File: src/rtl/bmem_arbiter_if.sv
// Bundle of the two cacheline requester ports and the burst memory port
// shared by bmem_arbiter. The arbiter connects through the slave modport;
// the requesters and the memory model connect through the master modport.
interface bmem_arbiter_if;
    // port 0: instruction cache dfp
    logic [31:0]  req0_addr;
    logic         req0_read;
    logic         req0_write;
    logic [255:0] req0_wdata;
    logic [255:0] req0_rdata;
    logic         req0_resp;

    // port 1: data cache dfp
    logic [31:0]  req1_addr;
    logic         req1_read;
    logic         req1_write;
    logic [255:0] req1_wdata;
    logic [255:0] req1_rdata;
    logic         req1_resp;

    // burst memory port
    logic [31:0]  bmem_addr;
    logic         bmem_read;
    logic         bmem_write;
    logic [63:0]  bmem_wdata;
    logic         bmem_ready;
    logic [31:0]  bmem_raddr;
    logic [63:0]  bmem_rdata;
    logic         bmem_rvalid;

    modport slave (
        input  req0_addr, req0_read, req0_write, req0_wdata,
        output req0_rdata, req0_resp,
        input  req1_addr, req1_read, req1_write, req1_wdata,
        output req1_rdata, req1_resp,
        output bmem_addr, bmem_read, bmem_write, bmem_wdata,
        input  bmem_ready, bmem_raddr, bmem_rdata, bmem_rvalid
    );

    modport master (
        output req0_addr, req0_read, req0_write, req0_wdata,
        input  req0_rdata, req0_resp,
        output req1_addr, req1_read, req1_write, req1_wdata,
        input  req1_rdata, req1_resp,
        input  bmem_addr, bmem_read, bmem_write, bmem_wdata,
        output bmem_ready, bmem_raddr, bmem_rdata, bmem_rvalid
    );
endinterface

File: src/rtl/bmem_arbiter.sv
// Two-port cacheline arbiter in front of the single burst memory port.
// Port 0 is the icache dfp, port 1 the dcache dfp. One full-line transfer
// is outstanding at a time: reads issue a one-cycle command and collect
// BURST_LEN 64-bit beats (low beat first); writes stream BURST_LEN beats.
// The granted port sees a one-cycle resp when the line is done.
module bmem_arbiter #(
    parameter int ROUND_ROBIN = 1,
    parameter int BURST_LEN   = 4
) (
    input  logic           clk,
    input  logic           rst,    // asynchronous, active low
    bmem_arbiter_if.slave  bus
);

    localparam int LINE_W = 64 * BURST_LEN;
    localparam int CNT_W  = 2;
    localparam logic [CNT_W-1:0] LAST_BEAT = CNT_W'(BURST_LEN - 1);

    typedef enum logic [2:0] {
        IDLE,
        RD_CMD,
        RD_WAIT,
        WR_BURST,
        DONE
    } state_t;

    state_t             state_q;
    logic [CNT_W-1:0]   cnt_q;
    logic               last_grant_q;
    logic               port_q;
    logic [31:0]        addr_q;
    logic [LINE_W-1:0]  line_q;
    logic               rd_q;
    logic               wr_q;
    logic [63:0]        wdata_q;
    logic               resp0_q;
    logic               resp1_q;
    logic [LINE_W-1:0]  rdata0_q;
    logic [LINE_W-1:0]  rdata1_q;

    logic               req0;
    logic               req1;
    logic               grant_d;
    logic [31:0]        sel_addr;
    logic               sel_write;
    logic [LINE_W-1:0]  sel_wdata;
    logic               beat_match;
    logic [CNT_W-1:0]   cnt_inc;
    logic [LINE_W-1:0]  line_ins;
    logic [63:0]        next_beat;

    assign req0 = bus.req0_read | bus.req0_write;
    assign req1 = bus.req1_read | bus.req1_write;

    // Arbitration: a lone requester wins; on contention alternate away from
    // the last grant, or favour the dcache in fixed-priority mode.
    always_comb begin
        grant_d = 1'b0;
        if (req0 && req1) begin
            grant_d = (ROUND_ROBIN != 0) ? ~last_grant_q : 1'b1;
        end else if (req1) begin
            grant_d = 1'b1;
        end
    end

    // Request fields of the port being granted; write wins over read.
    always_comb begin
        if (grant_d) begin
            sel_addr  = bus.req1_addr;
            sel_write = bus.req1_write;
            sel_wdata = bus.req1_wdata;
        end else begin
            sel_addr  = bus.req0_addr;
            sel_write = bus.req0_write;
            sel_wdata = bus.req0_wdata;
        end
    end

    assign beat_match = bus.bmem_rvalid && (bus.bmem_raddr == addr_q);
    assign cnt_inc    = cnt_q + 1'b1;
    assign next_beat  = line_q[{cnt_inc, 6'b0} +: 64];

    // Line buffer with the incoming read beat dropped into its slot, so the
    // final beat can be forwarded to rdata in the same cycle it arrives.
    always_comb begin
        line_ins = line_q;
        line_ins[{cnt_q, 6'b0} +: 64] = bus.bmem_rdata;
    end

    // Transfer sequencer with registered memory and response outputs.
    always_ff @(posedge clk or negedge rst) begin
        if (!rst) begin
            state_q      <= IDLE;
            cnt_q        <= '0;
            last_grant_q <= 1'b1;
            port_q       <= 1'b0;
            addr_q       <= '0;
            line_q       <= '0;
            rd_q         <= 1'b0;
            wr_q         <= 1'b0;
            wdata_q      <= '0;
            resp0_q      <= 1'b0;
            resp1_q      <= 1'b0;
            rdata0_q     <= '0;
            rdata1_q     <= '0;
        end else begin
            resp0_q <= 1'b0;
            resp1_q <= 1'b0;
            case (state_q)
                IDLE: begin
                    if (req0 || req1) begin
                        port_q       <= grant_d;
                        last_grant_q <= grant_d;
                        addr_q       <= sel_addr & ~32'h1f;
                        cnt_q        <= '0;
                        if (sel_write) begin
                            line_q  <= sel_wdata;
                            wdata_q <= sel_wdata[63:0];
                            wr_q    <= 1'b1;
                            state_q <= WR_BURST;
                        end else begin
                            rd_q    <= 1'b1;
                            state_q <= RD_CMD;
                        end
                    end
                end
                RD_CMD: begin
                    if (bus.bmem_ready) begin
                        rd_q    <= 1'b0;
                        state_q <= RD_WAIT;
                    end
                end
                RD_WAIT: begin
                    if (beat_match) begin
                        line_q <= line_ins;
                        if (cnt_q == LAST_BEAT) begin
                            cnt_q   <= '0;
                            state_q <= DONE;
                            if (port_q) begin
                                resp1_q  <= 1'b1;
                                rdata1_q <= line_ins;
                            end else begin
                                resp0_q  <= 1'b1;
                                rdata0_q <= line_ins;
                            end
                        end else begin
                            cnt_q <= cnt_inc;
                        end
                    end
                end
                WR_BURST: begin
                    if (bus.bmem_ready) begin
                        if (cnt_q == LAST_BEAT) begin
                            wr_q    <= 1'b0;
                            wdata_q <= '0;
                            cnt_q   <= '0;
                            state_q <= DONE;
                            if (port_q) begin
                                resp1_q <= 1'b1;
                            end else begin
                                resp0_q <= 1'b1;
                            end
                        end else begin
                            cnt_q   <= cnt_inc;
                            wdata_q <= next_beat;
                        end
                    end
                end
                DONE: begin
                    // resp is high this cycle; no grant here so a requester
                    // dropping on resp cannot be picked up again.
                    cnt_q   <= '0;
                    state_q <= IDLE;
                end
                default: begin
                    state_q <= IDLE;
                end
            endcase
        end
    end

    assign bus.bmem_addr  = addr_q;
    assign bus.bmem_read  = rd_q;
    assign bus.bmem_write = wr_q;
    assign bus.bmem_wdata = wdata_q;
    assign bus.req0_resp  = resp0_q;
    assign bus.req1_resp  = resp1_q;
    assign bus.req0_rdata = rdata0_q;
    assign bus.req1_rdata = rdata1_q;

    // Only four-beat lines are implemented.
    a_burst_len: assert property (@(posedge clk) disable iff (!rst)
        BURST_LEN == 4);

    // Read and write together on one port is illegal (write is served).
    a_port0_rw: assert property (@(posedge clk) disable iff (!rst)
        !(bus.req0_read && bus.req0_write));
    a_port1_rw: assert property (@(posedge clk) disable iff (!rst)
        !(bus.req1_read && bus.req1_write));

    // Memory command and write beat never overlap.
    a_cmd_excl: assert property (@(posedge clk) disable iff (!rst)
        !(rd_q && wr_q));

endmodule

File: src/flat_wrapper.sv
// flat-port wrapper written by rule: the top's interface ports become plain ports
module bmem_arbiter_flat 
#(
    parameter int ROUND_ROBIN = 1,
    parameter int BURST_LEN   = 4
)
  (clk, rst, bus_req0_addr, bus_req0_read, bus_req0_write, bus_req0_wdata, bus_req0_rdata, bus_req0_resp, bus_req1_addr, bus_req1_read, bus_req1_write, bus_req1_wdata, bus_req1_rdata, bus_req1_resp, bus_bmem_addr, bus_bmem_read, bus_bmem_write, bus_bmem_wdata, bus_bmem_ready, bus_bmem_raddr, bus_bmem_rdata, bus_bmem_rvalid);
  bmem_arbiter_if bus_i ();
  input  logic clk;
  input  logic rst;
  input wire logic [$bits(bus_i.req0_addr)-1:0] bus_req0_addr;
  input wire logic [$bits(bus_i.req0_read)-1:0] bus_req0_read;
  input wire logic [$bits(bus_i.req0_write)-1:0] bus_req0_write;
  input wire logic [$bits(bus_i.req0_wdata)-1:0] bus_req0_wdata;
  output wire logic [$bits(bus_i.req0_rdata)-1:0] bus_req0_rdata;
  output wire logic [$bits(bus_i.req0_resp)-1:0] bus_req0_resp;
  input wire logic [$bits(bus_i.req1_addr)-1:0] bus_req1_addr;
  input wire logic [$bits(bus_i.req1_read)-1:0] bus_req1_read;
  input wire logic [$bits(bus_i.req1_write)-1:0] bus_req1_write;
  input wire logic [$bits(bus_i.req1_wdata)-1:0] bus_req1_wdata;
  output wire logic [$bits(bus_i.req1_rdata)-1:0] bus_req1_rdata;
  output wire logic [$bits(bus_i.req1_resp)-1:0] bus_req1_resp;
  output wire logic [$bits(bus_i.bmem_addr)-1:0] bus_bmem_addr;
  output wire logic [$bits(bus_i.bmem_read)-1:0] bus_bmem_read;
  output wire logic [$bits(bus_i.bmem_write)-1:0] bus_bmem_write;
  output wire logic [$bits(bus_i.bmem_wdata)-1:0] bus_bmem_wdata;
  input wire logic [$bits(bus_i.bmem_ready)-1:0] bus_bmem_ready;
  input wire logic [$bits(bus_i.bmem_raddr)-1:0] bus_bmem_raddr;
  input wire logic [$bits(bus_i.bmem_rdata)-1:0] bus_bmem_rdata;
  input wire logic [$bits(bus_i.bmem_rvalid)-1:0] bus_bmem_rvalid;
  assign bus_i.req0_addr = bus_req0_addr;
  assign bus_i.req0_read = bus_req0_read;
  assign bus_i.req0_write = bus_req0_write;
  assign bus_i.req0_wdata = bus_req0_wdata;
  assign bus_req0_rdata = bus_i.req0_rdata;
  assign bus_req0_resp = bus_i.req0_resp;
  assign bus_i.req1_addr = bus_req1_addr;
  assign bus_i.req1_read = bus_req1_read;
  assign bus_i.req1_write = bus_req1_write;
  assign bus_i.req1_wdata = bus_req1_wdata;
  assign bus_req1_rdata = bus_i.req1_rdata;
  assign bus_req1_resp = bus_i.req1_resp;
  assign bus_bmem_addr = bus_i.bmem_addr;
  assign bus_bmem_read = bus_i.bmem_read;
  assign bus_bmem_write = bus_i.bmem_write;
  assign bus_bmem_wdata = bus_i.bmem_wdata;
  assign bus_i.bmem_ready = bus_bmem_ready;
  assign bus_i.bmem_raddr = bus_bmem_raddr;
  assign bus_i.bmem_rdata = bus_bmem_rdata;
  assign bus_i.bmem_rvalid = bus_bmem_rvalid;
  bmem_arbiter #(.ROUND_ROBIN(ROUND_ROBIN), .BURST_LEN(BURST_LEN)) u_core (.clk(clk), .rst(rst), .bus(bus_i));
endmodule
File: config.mk
export PLATFORM = sky130hd
export DESIGN_NAME = bmem_arbiter_flat
export DESIGN_NICKNAME = d
export VERILOG_FILES = /design/src/rtl/bmem_arbiter_if.sv /design/src/rtl/bmem_arbiter.sv /design/src/flat_wrapper.sv
export SDC_FILE = /design/constraint.sdc
export NUM_CORES = 2
export LEC_CHECK = 0
export BUFFER_PORTS_ARGS = -buffer_cell sky130_fd_sc_hd__buf_2
export CAP_MARGIN = 20
export CORE_AREA = 2 2 498 500
export DETAILED_ROUTE_END_ITERATION = 10
export DIE_AREA = 0 0 500 502
export PLACE_DENSITY = 0.34
export SLEW_MARGIN = 20
export SYNTH_ARGS = -nofsm -noshare
export SYNTH_HDL_FRONTEND = slang
export SYNTH_SLANG_ARGS = --single-unit
File: constraint.sdc
create_clock -name clk -period 3.4 [get_ports clk]
set_clock_uncertainty 0.1 [all_clocks]
set_input_delay 0.51 -clock clk [delete_from_list [all_inputs] [get_ports clk]]
set_output_delay 0.51 -clock clk [all_outputs]
set_load 0.03 [all_outputs]
==> impl_metrics.ini <==
[layout]
fin_util = 0.240
final_nets = 6639
syn2layout_area_growth_pct = 37.6
nFillCells = 27200
final_design_area_no_fill_um2 = 58800
drive_gt1_frac = 0.291

[synth]
synth_top_family_by_area = simple AND/OR/NAND/NOR gates
ys_ff_latch = 870
synth_fa_ha_area_frac = 0.00176
muxShareOfSynthArea = 0.106
synthCells = 4658
yosysWarningCount = 0
synth_top_area_frac = 0.509
synth.area.top_cells = dfrtp_1, nand2_1, a21oi_1, o21ai_0, mux2_1
avgSynthCellArea_um2 = 9.17
ys_types = 47
ys_seq_area_frac = 0.510
yosysTopAreaCell = dfrtp_1
synth_compound_area_frac = 0.142
synth-simple-area-share = 0.197
syn_area_um2 = 42700
synth_xor_area_frac = 0.00431

[global_routing]
first_global_vias = 41200
grtUsageTotal = 0.203
grt-ovfl-total = 0
grt_max_degree = 156
grt_pass1_wl_um = 356000
antenna_found_initial = 86

[cts]
clock_latency_ns = 0.77
htreeDepth = 3
cts_tree = done
postCtsHoldBufs = 90
cts_buffer_depth = 3
numCtsBuffers = 110
cts.sinks = 870
path_clk_slew_ns = 0.06
cts.repair.resized = 0
cts_setup_buffers = 0
cts_root_buffer = clkbuf_16

[timing]
hold_viol = 0
maxSlewViolCount = 0
min_period_ns = 3.07
slew_headroom = 0.340
whs_ns = 0.0901
rsz0062_at_grt = false
tns_ns = 0
final-setup-viol-count = 0
timing.fmax_mhz = 326
worstMarginPinSlew_ns = 0.989
finalCritPeriodShare = 0.902

[routing]
wire_per_inst_um = 28.4
dr.first_iter.drc_count = 2786
wl_met1_um = 115000
antenna_left = 0
met3WireLength_um = 18000
met2_length_um = 124000
route.detailed.drc = 0
via_count = 41400
wl_um = 264000
routed_via_density = 4.45
firstDrtPassIters = 6
dr.max_layer_used = met5

[min_path]
min_from = bus_bmem_rdata[15]
hold_depth = 3
hold_path.class = in -> reg
holdPathEnd = u_core.bus.req0_rdata[15]

[critical_path]
reg2reg_slack_ns = 0.33
critPathKind = reg -> reg
cp.required_ns = 4.00
worst_r2r_endpoint = u_core.line_q[219]
path_max_fanout = 17
cp-startpoint = u_core.cnt_q[0]
arrival_ns = 3.67
cp-end-kind = flop
r2r_start = u_core.cnt_q[0]
crit_path_start_kind = flop
worstRegToRegCells = 8

[place]
placed_area_um2 = 54000
gp_congestion = 0.905
dp_hpwl_um = 198000
port_buffers = 1276

[pwr]
ir_drop_mv = 0.399
power_density_nw_per_um2 = 412
p_leak_nw = 29.6
power_w = 0.0242

[floorplanning]
ios = 1292
die_h_um = 502
num_rows = 182
initial_core_util = 0.174
die_w_um = 500
fp.coreArea_um2 = 245000
die_area_um2 = 251000

[status]
status = finished clean

[run]
maxCapViolCount = 0
==> cell families after synthesis <==
logic type | Yosys count
compound gates | 1202
flops | 870
other cells | 1
mux | 349
xor+xnor | 21
simple gates | 1820
fa+ha+maj | 6
buf+inv | 389
==> power breakdown <==
part,switching [W],internal [W],total [W]
sequential,0.00000000000568,0.0104,0.0104
combinational,0.00100,0.000589,0.00159
clock,0.00527,0.00701,0.0123
==> routing by layer <==
layer,GRT usage,vias up
li1,-,18600
met1,0.263,20700
met2,0.337,1664
met3,0.0465,304
met4,0.0574,46
met5,0,-
==> worst max path at each step <==
stage / endpoint / slack, ns / cells past startpoint
after global routing: u_core.line_q[210] / 0.17 / 8
final: u_core.line_q[219] / 0.33 / 8
after CTS: u_core.line_q[210] / 0.27 / 8
after floorplan: u_core.bus.req0_rdata[214] / 0.77 / 10
after global placement: u_core.bus.req1_rdata[43] / 0.09 / 10
after detailed placement: u_core.bus.req1_rdata[43] / 0.17 / 10
==> placed cells by master (no fill, tap or decap), types with 7 or more instances in the layout <==
master and instances:
clkbuf_16 111, buf_12 72, nand3_1 70, dfrtp_1 868
o21ai_0 544, nor3_1 67, or3_1 64, buf_4 122
clkbuf_8 25, nor2_1 138, mux2_1 180, mux2i_1 92
a21oi_1 642, nand2_1 999, clkinvlp_4 7, inv_1 7
clkbuf_1 15, nor2b_1 261, mux2_2 13, buf_2 1275
diode_2 30, and3_1 192, clkinv_2 31, xnor2_1 21
mux4_2 64, dlygate4sd3_1 90
==> critical path: stages (launching register included) <==
cell	delay (ns)
dfrtp_4	0.55
inv_1	0.19
ha_1	0.32
nor4b_2	0.65
buf_12	0.28
buf_4	0.25
a21oi_1	0.26
a21oi_1	0.22
mux2_1	0.14
==> cells in the mapped netlist, drive strengths merged <==
cell type,number
nor2b,261
a21boi,1
a2bb2oi,1
xnor2,21
nand3,71
a31oi,1
nand2,1000
clkbuf,314
a32o,1
or4,2
and4b,1
nand3b,1
a211o,1
inv,7
mux2i,92
mux2,193
a21oi,643
a2111o,1
nand2b,2
dfstp,1
conb,1
nor4,7
clkinv,1
nor3,69
nor2,139
o21a,2
a221o,1
or2,1
nor4bb,2
o21ai,546
mux4,64
and3,192
or3,64
a22o,1
o22ai,3
nand4,6
ha,6
buf,67
nor4b,2
dfrtp,869
==> state kept, by name (all words and copies together), names as in the netlist <==
| signal | count |
|---|---|
| u_core.line_q | 256 |
| u_core.state_q | 3 |
| u_core.bus.bmem_wdata | 64 |
| u_core.cnt_q | 2 |
| u_core.bus.req1_rdata | 256 |
| u_core.bus.bmem_addr | 27 |
| u_core.last_grant_q | 1 |
| u_core.bus.req1_resp | 1 |
| u_core.bus.bmem_read | 1 |
| u_core.port_q | 1 |
| u_core.bus.bmem_write | 1 |
| u_core.bus.req0_resp | 1 |
| u_core.bus.req0_rdata | 256 |
==> cell type report <==
class,count,area (µm²),area share
antenna,30,75.1,0.00128
inverter,8,30.0,0.000511
sequential,870,21800,0.371
multi-input combinational,3403,19500,0.331
tap,3220,4030,0.0686
clock inverter,54,561,0.00954
timing repair buffer,1560,9650,0.164
clock buffer,151,3180,0.0541
==> through the flow <==
stage	std cells	worst slack (ns)
after detailed placement	8971	0.170
after global placement	8971	0.0886
final	9296	0.332
after global routing	9271	0.172
after CTS	9266	0.269
after floorplan	4662	0.767
Note: power is estimated with default switching activity, not from simulation.
